## src/rtl/mux_logic_unit.sv

```systemverilog
// Two-stage valid/ready pipeline: each result bit is a 2:1 mux selected by a[i] with op-dependent data from b[i].
// Optional statistics (op_count port and saturating counter) enabled by defining MLU_STATS_EN.
module mux_logic_unit #(
   parameter int unsigned WIDTH = 8
) (
   input  logic             clk,
   input  logic             rst,
   input  logic             in_valid,
   output logic             in_ready,
   input  logic [WIDTH-1:0] a,
   input  logic [WIDTH-1:0] b,
   input  logic [2:0]       op,
   output logic             out_valid,
   input  logic             out_ready,
`ifdef MLU_STATS_EN
   output logic [15:0]      op_count,
`endif
   output logic [WIDTH-1:0] y,
   output logic [2:0]       out_op
);

   // Handshake: a transfer happens on any cycle where valid && ready; a producer holds its data
   // stable while valid is high and ready is low, and ready never waits on valid.
   logic             s1_valid_q, s1_valid_d;
   logic [WIDTH-1:0] s1_a_q, s1_a_d;
   logic [WIDTH-1:0] s1_b_q, s1_b_d;
   logic [2:0]       s1_op_q, s1_op_d;
   logic             s2_valid_q, s2_valid_d;
   logic [WIDTH-1:0] y_q, y_d;
   logic [2:0]       out_op_q, out_op_d;

   logic             in_fire;
   logic             out_fire;
   logic             s2_load;
   logic [WIDTH-1:0] d0;
   logic [WIDTH-1:0] d1;
   logic [WIDTH-1:0] mux_y;

   assign in_ready = !s1_valid_q || !s2_valid_q || out_ready;
   assign in_fire  = in_valid && in_ready;
   assign out_fire = s2_valid_q && out_ready;
   assign s2_load  = s1_valid_q && (!s2_valid_q || out_ready);

   // d0 feeds the mux input chosen when a[i]=0, d1 the one chosen when a[i]=1.
   always_comb begin
      d0 = '0;
      d1 = '0;
      case (s1_op_q)
         3'b000:  begin d0 = '0;       d1 = s1_b_q;  end
         3'b001:  begin d0 = s1_b_q;   d1 = '1;      end
         3'b010:  begin d0 = '1;       d1 = ~s1_b_q; end
         3'b011:  begin d0 = ~s1_b_q;  d1 = '0;      end
         3'b100:  begin d0 = s1_b_q;   d1 = ~s1_b_q; end
         3'b101:  begin d0 = ~s1_b_q;  d1 = s1_b_q;  end
         3'b110:  begin d0 = '1;       d1 = '0;      end
         default: begin d0 = s1_b_q;   d1 = s1_b_q;  end
      endcase
   end

   assign mux_y = (s1_a_q & d1) | (~s1_a_q & d0);

   always_comb begin
      s1_valid_d = s1_valid_q;
      s1_a_d     = s1_a_q;
      s1_b_d     = s1_b_q;
      s1_op_d    = s1_op_q;
      s2_valid_d = s2_valid_q;
      y_d        = y_q;
      out_op_d   = out_op_q;

      if (in_fire) begin
         s1_valid_d = 1'b1;
         s1_a_d     = a;
         s1_b_d     = b;
         s1_op_d    = op;
      end else if (s2_load) begin
         s1_valid_d = 1'b0;
      end

      // y keeps its last value when the stage drains, only the valid flag drops.
      if (s2_load) begin
         s2_valid_d = 1'b1;
         y_d        = mux_y;
         out_op_d   = s1_op_q;
      end else if (out_fire) begin
         s2_valid_d = 1'b0;
      end
   end

   always_ff @(posedge clk) begin
      if (rst) begin
         s1_valid_q <= 1'b0;
         s1_a_q     <= '0;
         s1_b_q     <= '0;
         s1_op_q    <= 3'b000;
         s2_valid_q <= 1'b0;
         y_q        <= '0;
         out_op_q   <= 3'b000;
      end else begin
         s1_valid_q <= s1_valid_d;
         s1_a_q     <= s1_a_d;
         s1_b_q     <= s1_b_d;
         s1_op_q    <= s1_op_d;
         s2_valid_q <= s2_valid_d;
         y_q        <= y_d;
         out_op_q   <= out_op_d;
      end
   end

   assign out_valid = s2_valid_q;
   assign y         = y_q;
   assign out_op    = out_op_q;

`ifdef MLU_STATS_EN
   logic [15:0] op_count_q, op_count_d;

   always_comb begin
      op_count_d = op_count_q;
      if (out_fire && (op_count_q != 16'hFFFF)) begin
         op_count_d = op_count_q + 16'd1;
      end
   end

   always_ff @(posedge clk) begin
      if (rst) begin
         op_count_q <= 16'd0;
      end else begin
         op_count_q <= op_count_d;
      end
   end

   assign op_count = op_count_q;
`endif

endmodule

```

## config.mk

```make
export PLATFORM = sky130hd
export DESIGN_NAME = mux_logic_unit
export DESIGN_NICKNAME = d
export VERILOG_FILES = /design/src/rtl/mux_logic_unit.sv
export SDC_FILE = /design/constraint.sdc
export NUM_CORES = 1
export LEC_CHECK = 0
export BUFFER_PORTS_ARGS = -buffer_cell sky130_fd_sc_hd__buf_4
export CELL_PAD_IN_SITES_DETAIL_PLACEMENT = 1
export CELL_PAD_IN_SITES_GLOBAL_PLACEMENT = 1
export CORE_ASPECT_RATIO = 0.6
export CORE_MARGIN = 3
export CORE_UTILIZATION = 35
export DETAILED_ROUTE_END_ITERATION = 16
export HOLD_SLACK_MARGIN = 0.02
export PLACE_DENSITY = 0.73
export SLEW_MARGIN = 0
export SYNTH_ARGS = -nofsm -noshare
export SYNTH_HDL_FRONTEND = slang
export SYNTH_SLANG_ARGS = --single-unit
```

## constraint.sdc

```tcl
create_clock -name clk -period 3.2 [get_ports clk]
set_input_delay 0.16 -clock clk [delete_from_list [all_inputs] [get_ports clk]]
set_output_delay 0.16 -clock clk [all_outputs]
set_load 0.005 [all_outputs]
```

======== Word-level counts from Yosys, hierarchy flattened ========
Index checks and enable logic that the tools add are counted.
storage, ports and cells
  register bits after elaboration ......... 32
  input bits .............................. 23
operators by class
  equality and inequality tests ........... 6
  muxes and demuxes ....................... 6
  bitwise operators ....................... 5
  reductions and logical operators ........ 15
operators with widths
  operator                                                               number
  8-bit case mux with 3 select lines                                     2
  8-bit AND                                                              2
  8-bit inverter                                                         2
  3-bit equality test, second input constant                             3
  8-bit OR                                                               1
  2-bit OR reduction                                                     4
  3-bit by 2-bit equality test with 1-bit output, second input constant  2
  1-bit two-way mux                                                      4
  2-bit nonzero test                                                     2
  3-bit by 1-bit equality test with 1-bit output, second input constant  1
  1-bit logical AND                                                      3
  3-bit logical NOT                                                      1
  1-bit logical OR                                                       3
  1-bit logical NOT                                                      2

======== Logic depth before layout (Yosys ltp) ========
  word-level depth ........................ 5
  depth in mapped cells ................... 7

======== Least setup slack after synthesis ========
No wires, ideal clock.
  path kind ............................... reg2reg
  start ................................... register s1_op_q[0]
  end ..................................... register y_q[4], in the netlist y[4]
  arrival ................................. 1.288 ns
  path slack .............................. 1.824 ns
  cell stages (with the launch flop) ...... 5
  path buffers ............................ 0
  period minus slack after synthesis ...... 1.376 ns
  cells stage by stage .................... dfxtp_1 > or3_1 > and3_1 > o211a_1 > nor4_2
on the way
  cells in the longest elaborated chain, start to end .. 5
  elaborated cells on any way between the ends .. 16
  those cells by class .................... 6 x eq/ne; 2 x mux; 3 x bitwise; 5 x reduce/logical
ends and longest elaborated chain
  element                                                                                RTL line  text
  from (decl)                                                                            27        logic [2:0] s1_op_q, s1_op_d;
  from (signal assigned)                                                                 103       s1_op_q <= s1_op_d;
  3-bit equality test or 3-bit by 2-bit equality test with 1-bit output (tied branches)  48        case (s1_op_q)
  2-bit OR reduction (no line)                                                           --
  8-bit case mux with 3 select lines                                                     48
  8-bit AND                                                                              60        assign mux_y = (s1_a_q & d1) | (~s1_a_q & d0);
  8-bit OR *                                                                             60
  to (signal assigned)                                                                   105       y_q <= y_d;
  to (decl)                                                                              29        logic [WIDTH-1:0] y_q, y_d;
Mark *: on every way between the ends. The rest lies on a longest branch, timed or not.
A chain may end at the register's enable or synchronous reset.

======== Worst setup path in the final report ========
  start ................................... register s1_op_q[1]
  end ..................................... register y_q[2], in the netlist y[2]
Same word-level chain as after synthesis.

==> impl_metrics.csv <==
group,metric,value,unit
drt,route.vias.total,1826,
cells_and_area,utilization,0.454,
timing,period_needed,2160,ps
grt,grt_pass1_vias,1763,
clock_network,clk_pin_slew,80,ps
cells_and_area,diodes,0,
drt,wl_per_cell,15.7,um
timing,tightest_slew,816,ps
setup_path,crit_fanout,23,
floorplan,core_area,4750,sq um
pwr,power_density,482,nW/um^2
clock_network,cts_tree,"yes",
timing,fin_tns_setup,0,ps
setup_path,path_class,"reg -> reg",
synthesis,synth_seq_cells,32,
drt,wl,5.15,mm
grt,grt_max_degree,33,
setup_path,r2r-end,"y[2]",
setup_path,critPathRequiredTime,3390,ps
placed_design,port_buffers,35,
placed_design,place_congestion,0.740,
timing,finalSetupViolCount,0,
floorplan,io_pins,36,
status,status,"completed",
min_path,hp-class,"in -> reg",
drt,drc,0,
synthesis,syn_nets,272,
synthesis,yosysUniqueCellTypes,37,
synthesis,syn_area_per_cell,7.24,sq um
pwr,leakagePower,0.818,nW
cells_and_area,nNetsFinal,288,
setup_path,r2r_cells,4,
clock_network,cts.sinks,32,
drt,drtIter0Drc,63,
cells_and_area,fillers,619,
pwr,finalPower,1.04,mW
cells_and_area,syn2layout_area_growth,19.6,%
floorplan,fp.dieH,61.6,um
synthesis,netlist_area,1800,sq um
grt,grt_pass1_wl,8.69,mm
flow_run,cap_violations,0,
setup_path,endpoint,"y[2]",
clock_network,cts_resized,0,
grt,grt_usage,0.181,
grt,grt.overflow.total,0,
synthesis,seq_area_frac_synth,0.355,
pwr,ir_worst_vdd,169,uV
setup_path,crit_top_cell,"a311oi_1",
timing,drv_slew,0,
floorplan,initial_core_util,0.379,
cells_and_area,drive_gt1_frac,0.169,
setup_path,regToRegStartpoint,"s1_op_q[1]",
timing,fmax,0.462,GHz
timing,slew-limit-headroom,0.455,
setup_path,cpPeakStageDelay,810,ps
grt,antenna_found_initial,0,
drt,via_per_inst,5.55,
cells_and_area,register_area,641,sq um
clock_network,numCtsBuffers,5,
clock_network,hold_buffers,0,
clock_network,cts_max_level,2,
drt,ant_nets,0,
setup_path,slowest_stage,"dfxtp_1",
setup_path,path_cells,"inv_1 > nor4_1 > a311oi_1 > a311oi_1",
synthesis,synthCells,249,
timing,fin_crit_sh,0.676,
clock_network,cts_setup_buffers,0,
timing,rsz0062_at_grt,"false",
synthesis,synth_warnings,0,
floorplan,dieArea,6080,sq um
setup_path,startpoint_type,"flop",
clock_network,clockBufferDepth,2,
floorplan,die_w,98.7,um
setup_path,crit_path_end_kind,"flop",
placed_design,place_hpwl,3.50,mm
clock_network,root_buffer,"clkbuf_8",
clock_network,clkLatencyLatePin,290,ps
timing,skew,11.0,ps
setup_path,crit_start,"s1_op_q[1]",
floorplan,rows,19,
timing,finalHoldViolations,0,
setup_path,crit_arrival,2360,ps
cells_and_area,multiInputGateArea,1010,sq um
setup_path,r2r_setup_slack,1040,ps
drt,drt_first_pass_iters,4,
power breakdown:
group | total [mW] | internal (mW) | switching, mW
Sequential | 0.460 | 0.422 | 0.0378
Combinational | 0.146 | 0.0697 | 0.0767
Clock | 0.434 | 0.275 | 0.159
Total | 1.04 | 0.766 | 0.274
how the worst min path moves through the flow:
stage	startpoint	depth (start not counted)	end	slack [ps]
after CTS	b[3]	3	s1_b_q[3]	110
after detailed placement	a[4]	3	s1_a_q[4]	420
after global routing	a[0]	3	s1_a_q[0]	120
after global placement	b[1]	3	s1_b_q[1]	410
final	b[1]	3	s1_b_q[1]	110
after floorplan	rst	1	y[4]	230
through the flow:
step	hold WS, ps	std cells	worst slack (ps)	area, sq um
floorplan	231	249	1820	1800
global placement	409	321	1200	2030
detailed placement	417	321	1090	2030
CTS	108	329	1090	2160
global route	123	329	749	2160
finish	112	329	1040	2160
layout by cell type (no fill, tap or decap):
master	count
nand2_1	53
buf_4	36
a21oi_1	34
dfxtp_1	32
nor2_1	11
a311oi_1	11
nor4_1	9
o21ai_0	8
inv_1	7
clkbuf_8	7
a31oi_1	6
nand3_1	5
nand2b_1	4
or3b_1	4
o2111ai_1	4
o211ai_1	4
and2_0	4
and2_1	3
o31ai_1	3
nor2b_1	2
a32o_1	2
o22ai_1	2
nand3b_1	1
nand4_1	1
o21bai_1	1
nor3_1	1
a211o_1	1
nor3b_1	1
a2bb2oi_1	1
or3_1	1
and3_1	1
o211a_1	1
xor2_1	1
mux2i_1	1
nor4_2	1
and2b_1	1
bufinv_16	1
kinds of logic (layout without fill, tap and decap cells):
family | Yosys count | after routing | synth area share
buffers and inverters | 34 | 51 | 0.0819
AO/OA/AOI/OAI | 78 | 78 | 0.277
XOR/XNOR | 1 | 1 | 0.00486
AND/OR/NAND/NOR | 103 | 103 | 0.275
flip-flops | 32 | 32 | 0.355
multiplexers | 1 | 1 | 0.00555
area by class of cell:
| class | count | area share |
|---|---|---|
| tap | 63 | 0.0365 |
| multi-input combinational | 183 | 0.470 |
| clock buffer | 7 | 0.0447 |
| inverter | 7 | 0.0122 |
| sequential | 32 | 0.297 |
| clock inverter | 1 | 0.0139 |
| timing repair buffer | 36 | 0.125 |
sequential cells by signal, summed over array words and instances, names as in the netlist:
signal / flops
out_op: 3
out_valid: 1
s1_a_q: 8
s1_b_q: 8
s1_op_q: 3
s1_valid_q: 1
y: 8
worst max-delay path: cells and delay by family, from the launching register on:
| family | cells | cell delay [ps] |
|---|---|---|
| flip-flops | 1 | 810 |
| buffers and inverters | 1 | 450 |
| AND/OR/NAND/NOR | 1 | 400 |
| AO/OA/AOI/OAI | 2 | 400 |
cell usage after synthesis (all sizes together):
master | instances | area, sq um
nand2b | 4 | 25.0
mux2i | 1 | 10.0
a311oi | 11 | 96.3
xor2 | 1 | 8.76
o2111ai | 4 | 35.0
a31oi | 6 | 37.5
a32o | 2 | 20.0
a211o | 1 | 8.76
buf | 12 | 65.1
o211ai | 4 | 30.0
o31ai | 3 | 22.5
nand4 | 1 | 6.26
and2b | 1 | 7.51
nor4 | 10 | 68.8
dfxtp | 32 | 641
nor2 | 11 | 41.3
nand3 | 5 | 25.0
clkbuf | 15 | 56.3
or3 | 1 | 6.26
inv | 7 | 26.3
a21oi | 34 | 170
o21ai | 8 | 40.0
o21bai | 1 | 7.51
nand3b | 1 | 7.51
or3b | 4 | 35.0
o211a | 1 | 10.0
nand2 | 53 | 199
and3 | 1 | 6.26
o22ai | 2 | 12.5
nor3b | 1 | 7.51
a2bb2oi | 1 | 8.76
and2 | 7 | 43.8
nor3 | 1 | 5.00
nor2b | 2 | 12.5
per-layer routing:
layer  up-vias  wire length (um)  GRT usage
met5         -                 0          0
met2        40              2050      0.270
met1       858              2750      0.256
met4         0                65     0.0661
met3         7               288     0.0452
li1        921                 -          -
No activity file was read; power rests on OpenSTA's default activity.
